--- config.mk ---
export PLATFORM = sky130hd
export DESIGN_NAME = inst_mem_sync
export DESIGN_NICKNAME = d
export VERILOG_FILES = /design/src/rtl/inst_mem_sync.sv
export SDC_FILE = /design/constraint.sdc
export NUM_CORES = 1
export LEC_CHECK = 0
export CAP_MARGIN = 15
export CORE_ASPECT_RATIO = 0.8
export CORE_MARGIN = 2
export CORE_UTILIZATION = 61
export CTS_CLUSTER_DIAMETER = 80
export CTS_CLUSTER_SIZE = 30
export DETAILED_ROUTE_END_ITERATION = 10
export DONT_BUFFER_PORTS = 1
export PLACE_DENSITY = 0.77
export SYNTH_ARGS = -nofsm -noshare
export SYNTH_HDL_FRONTEND = slang
export SYNTH_SLANG_ARGS = --single-unit
--- constraint.sdc ---
create_clock -name clk -period 1.4 [get_ports clk]
set_input_delay 0.07 -clock clk [delete_from_list [all_inputs] [get_ports clk]]
set_output_delay 0.07 -clock clk [all_outputs]
set_load 0.1 [all_outputs]
--- src/rtl/inst_mem_sync.sv ---
// Synchronous instruction memory with a one-entry registered response (IF/ID boundary).
// Define IMEM_LOAD_EN to add the run-time program-load port; otherwise the array is a read-only image.
module inst_mem_sync #(
  parameter int DATA_W = 32,
  parameter int ADDR_W = 32,
  parameter int DEPTH  = 256
`ifndef IMEM_LOAD_EN
  ,
  parameter logic [DEPTH*DATA_W-1:0] INIT_IMAGE = '0
`endif
) (
  input  logic              clk,
  input  logic              rst,
  input  logic              req_valid,
  output logic              req_ready,
  input  logic [ADDR_W-1:0] req_addr,
  output logic              rsp_valid,
  input  logic              rsp_ready,
  output logic [DATA_W-1:0] rsp_inst,
  output logic [ADDR_W-1:0] rsp_addr,
  output logic [1:0]        rsp_fault
`ifdef IMEM_LOAD_EN
  ,
  input  logic              ld_valid,
  input  logic [ADDR_W-1:0] ld_addr,
  input  logic [DATA_W-1:0] ld_data,
  output logic              ld_err
`endif
);

  localparam int IDX_W = $clog2(DEPTH);

  typedef enum logic {
    ST_EMPTY = 1'b0,
    ST_FULL  = 1'b1
  } state_t;

  state_t            state;
  state_t            state_nxt;
  logic              accept;
  logic              ld_block;
  logic [IDX_W-1:0]  req_idx;
  logic              req_oor;
  logic              req_mis;
  logic [1:0]        req_fault;
  logic [DATA_W-1:0] rd_word;

  assign req_idx = req_addr[IDX_W+1:2];
  assign req_mis = |req_addr[1:0];

`ifdef IMEM_LOAD_EN
  logic [DATA_W-1:0] mem [DEPTH] = '{default: '0};
  logic [IDX_W-1:0]  ld_idx;
  logic              ld_oor;
  logic              ld_bad;

  assign ld_idx   = ld_addr[IDX_W+1:2];
  assign ld_bad   = (|ld_addr[1:0]) || ld_oor;
  assign ld_block = ld_valid;
  assign rd_word  = mem[req_idx];

  // The response register holds its own copy, so a load to the held word only affects later fetches.
  always_ff @(posedge clk) begin
    if (!rst && ld_valid && !ld_bad) begin
      mem[ld_idx] <= ld_data;
    end
  end

  always_ff @(posedge clk) begin
    if (rst) begin
      ld_err <= 1'b0;
    end else begin
      ld_err <= ld_valid && ld_bad;
    end
  end
`else
  assign ld_block = 1'b0;
  assign rd_word  = INIT_IMAGE[int'(req_idx)*DATA_W +: DATA_W];
`endif

  // Addresses above the array fault rather than aliasing onto low words.
  generate
    if (IDX_W + 2 < ADDR_W) begin : g_range
      assign req_oor = |req_addr[ADDR_W-1:IDX_W+2];
`ifdef IMEM_LOAD_EN
      assign ld_oor  = |ld_addr[ADDR_W-1:IDX_W+2];
`endif
    end else begin : g_no_range
      assign req_oor = 1'b0;
`ifdef IMEM_LOAD_EN
      assign ld_oor  = 1'b0;
`endif
    end
  endgenerate

  assign req_fault = req_mis ? 2'b01 : (req_oor ? 2'b10 : 2'b00);

  always_comb begin
    state_nxt = state;
    req_ready = !ld_block && ((state == ST_EMPTY) || rsp_ready);
    accept    = req_valid && req_ready;
    if (accept) begin
      state_nxt = ST_FULL;
    end else if ((state == ST_FULL) && rsp_ready) begin
      state_nxt = ST_EMPTY;
    end
  end

  always_ff @(posedge clk) begin
    if (rst) begin
      state     <= ST_EMPTY;
      rsp_inst  <= '0;
      rsp_addr  <= '0;
      rsp_fault <= 2'b00;
    end else begin
      state <= state_nxt;
      if (accept) begin
        rsp_inst  <= (req_fault == 2'b00) ? rd_word : '0;
        rsp_addr  <= req_addr;
        rsp_fault <= req_fault;
      end
    end
  end

  assign rsp_valid = (state == ST_FULL);

endmodule

==> run metrics <==
via/cell ratio=5.12; Placer Congestion=~0.73; share of cells above drive strength 1=20.2%; Synth Cell Area=between 0.0015 and 0.002 mm²; Hold Slack=0.0589 ns; RSZ-0062 raised after global routing=false; Sink Count=35; Remaining DRCs=0; global-route wire length before repair=6380 µm; DRT iter0 DRCs=95; YS warnings=0; ys async rst share=0%; period utilization=around 93%; final WL=about 4400 µm; CP Launch Type=input pin; GRT Residual Overflow=0; Internal=1.56 mW; Crit path arrival time=1.57 ns; Critical Path RT=1.66 ns; Final nets=a little over 300; WS Path Type=input pin to flop; Clock Path Buffers=2; Tightest Hold Check Type=input pin to flop; number of global-route vias before repair=1,472; Clk pwr share=roughly 22%; Setup Viol. Count Final=0; worst-path fanout max=2; Worst-Skew Late Latency=0.33 ns; Reg clk slew, reported paths=0.10 ns; Sequential Power Share=37.8%; Initial Utilization=63.5%; Total GRT Usage=28.9%; Mapped Cells=just under 200; H-tree levels=2; final hold viol count=0; ranking of synthesized cells by area=dfxtp_1 (46%), nand2_1 (16%), buf_4 (16%); most used flip-flop cell after synthesis=dfxtp_1; maxcap violations=0; Fmax=0.766 GHz; cells on worst reg2reg path=5; combinational share of power=40.8%; dominant cell type by area after synthesis=dfxtp_1; hold_sp=req_valid; fin crit period=1.30 ns; Final ANT Viol Nets=0; area delta synth->final=41.5%; die width=between 60 and 70 µm; Unique masters post-synth=16; multi-input logic area=638 µm²; largest net degree at the start of global routing=36; Power Total=roughly 2.9 mW; die height=between 40 and 50 µm; VDD IR max=0.000907 V; reg2reg start=rsp_valid; Seq/Total Area, Yosys=45.5%; top cell type's share of synthesized area=45.5%; die footprint=0.00294 mm²; CTS tree=built; post-synthesis average cell area=7.93 µm²; Via Count=roughly 1,600; Synth Register Bits=35; Slew Limit Fails=0; PwrDens=1320 mW/mm²; Inserted Clock Buffers=5; top post-synthesis cells by count=nand2_1 (67), dfxtp_1 (35), a21oi_1 (34); WHS Path Cells=3; IO Pins=104; DPL Wire Length=2590 µm; total area of sequential cells=approximately 700 µm²; Filler cells=118; Fin Clk Skew=0.00300 ns; n_diodes=0; drt wl/cell=14.5 µm; count leader, synth=nand2_1; Root Driver=clkbuf_4; Sw Ratio=45.7%; Worst Setup End Kind=flop; run status=completed; Lkg Pwr=0.984 nW; Worst Setup SP=req_addr[0]; core area=approximately 0.0024 mm²; P_sw=1.32 mW; # rows=16; Post-synth EDFFs=0; initial antenna violation count=0; port bufs=0; First-pass DRT Iterations=4
[layout make-up]
| type | count | share of cell area (%) |
|---|---|---|
| Clock buffer | 8 | 3.16 |
| Inverter | 1 | 0.172 |
| Multi-Input combinational cell | 146 | 29.3 |
| Sequential cell | 35 | 32.3 |
| Tap cell | 36 | 2.07 |
| Timing Repair Buffer | 77 | 33.0 |
[flip-flops by register name, indices dropped and copies added, names as in the netlist]
| register | flops |
|---|---|
| rsp_valid | 1 |
| rsp_fault | 2 |
| rsp_addr | 32 |
[layout by cell type (no fill, tap or decap)]
cell type	instances
a21oi_1	34
inv_1	1
nand2_2	1
nand4_1	1
o211ai_1	1
clkbuf_8	2
a211oi_2	1
dfxtp_4	1
nor2_2	1
clkbuf_4	5
dfxtp_1	34
nor4_1	5
nand2b_4	1
buf_12	4
buf_4	37
nand2_1	66
and2_4	1
conb_1	32
clkbuf_1	1
dlygate4sd3_1	36
nor2_1	2
[cells by family after synthesis]
logic type	count (synthesis)	synth area share, %
simple gates	78	21.0
buf+inv	44	20.9
compound gates	36	12.4
flops	35	45.5
other cells	1	0.244
[worst paths after layout]
path / end / slack (ns)
setup / recovery: rsp_fault[1] / 0.1
hold / removal: rsp_addr[9] / 0.06
setup reg to reg: rsp_addr[24] / 0.29
hold reg to reg: rsp_addr[12] / 0.46
[metal layers]
| metal | wire [µm] | track usage, % |
|---|---|---|
| met5 | 0 | 0 |
| met3 | 456 | 9.55 |
| met2 | 2310 | 53.1 |
| met4 | 70 | 8.89 |
| met1 | 1550 | 30.1 |
[repair_timing]
action,4_1_cts,5_1_grt
hold buffers,36,1
endpoints found under the hold margin,35,1
gates resized for setup,0,1
setup buffers,0,0
endpoints found under the setup margin,0,1
[stage by stage]
stage / cells / utilization, % / cell area (µm²) / setup TNS, ns / setup slack, ns
after floorplan: 225 / - / 1660 / -2.78 / -0.0942
after global placement: 258 / 71.3 / 1730 / 0 / 0.406
after detailed placement: 258 / 71.3 / 1730 / 0 / 0.347
after CTS: 302 / 89.4 / 2170 / 0 / 0.0722
after global routing: 303 / 89.9 / 2180 / 0 / 0.0175
final: 303 / 89.9 / 2180 / 0 / 0.0953
[power groups by stage]
stage | logic, mW | registers [mW] | clock network, mW
after floorplan | 0.587 | 1.53 | 0
after global placement | 1.04 | 1.10 | 0
after detailed placement | 1.06 | 1.11 | 0
after CTS | 1.16 | 1.09 | 0.617
after global routing | 1.21 | 1.09 | 0.670
final | 1.17 | 1.09 | 0.619
[worst max-delay path, cell delays in order]
cell	delay, ns
dlygate4sd3_1	0.57
nor2_2	0.14
dlygate4sd3_1	0.56
o211ai_1	0.10
a21oi_1	0.13
Power figures use the tool's default switching activity.
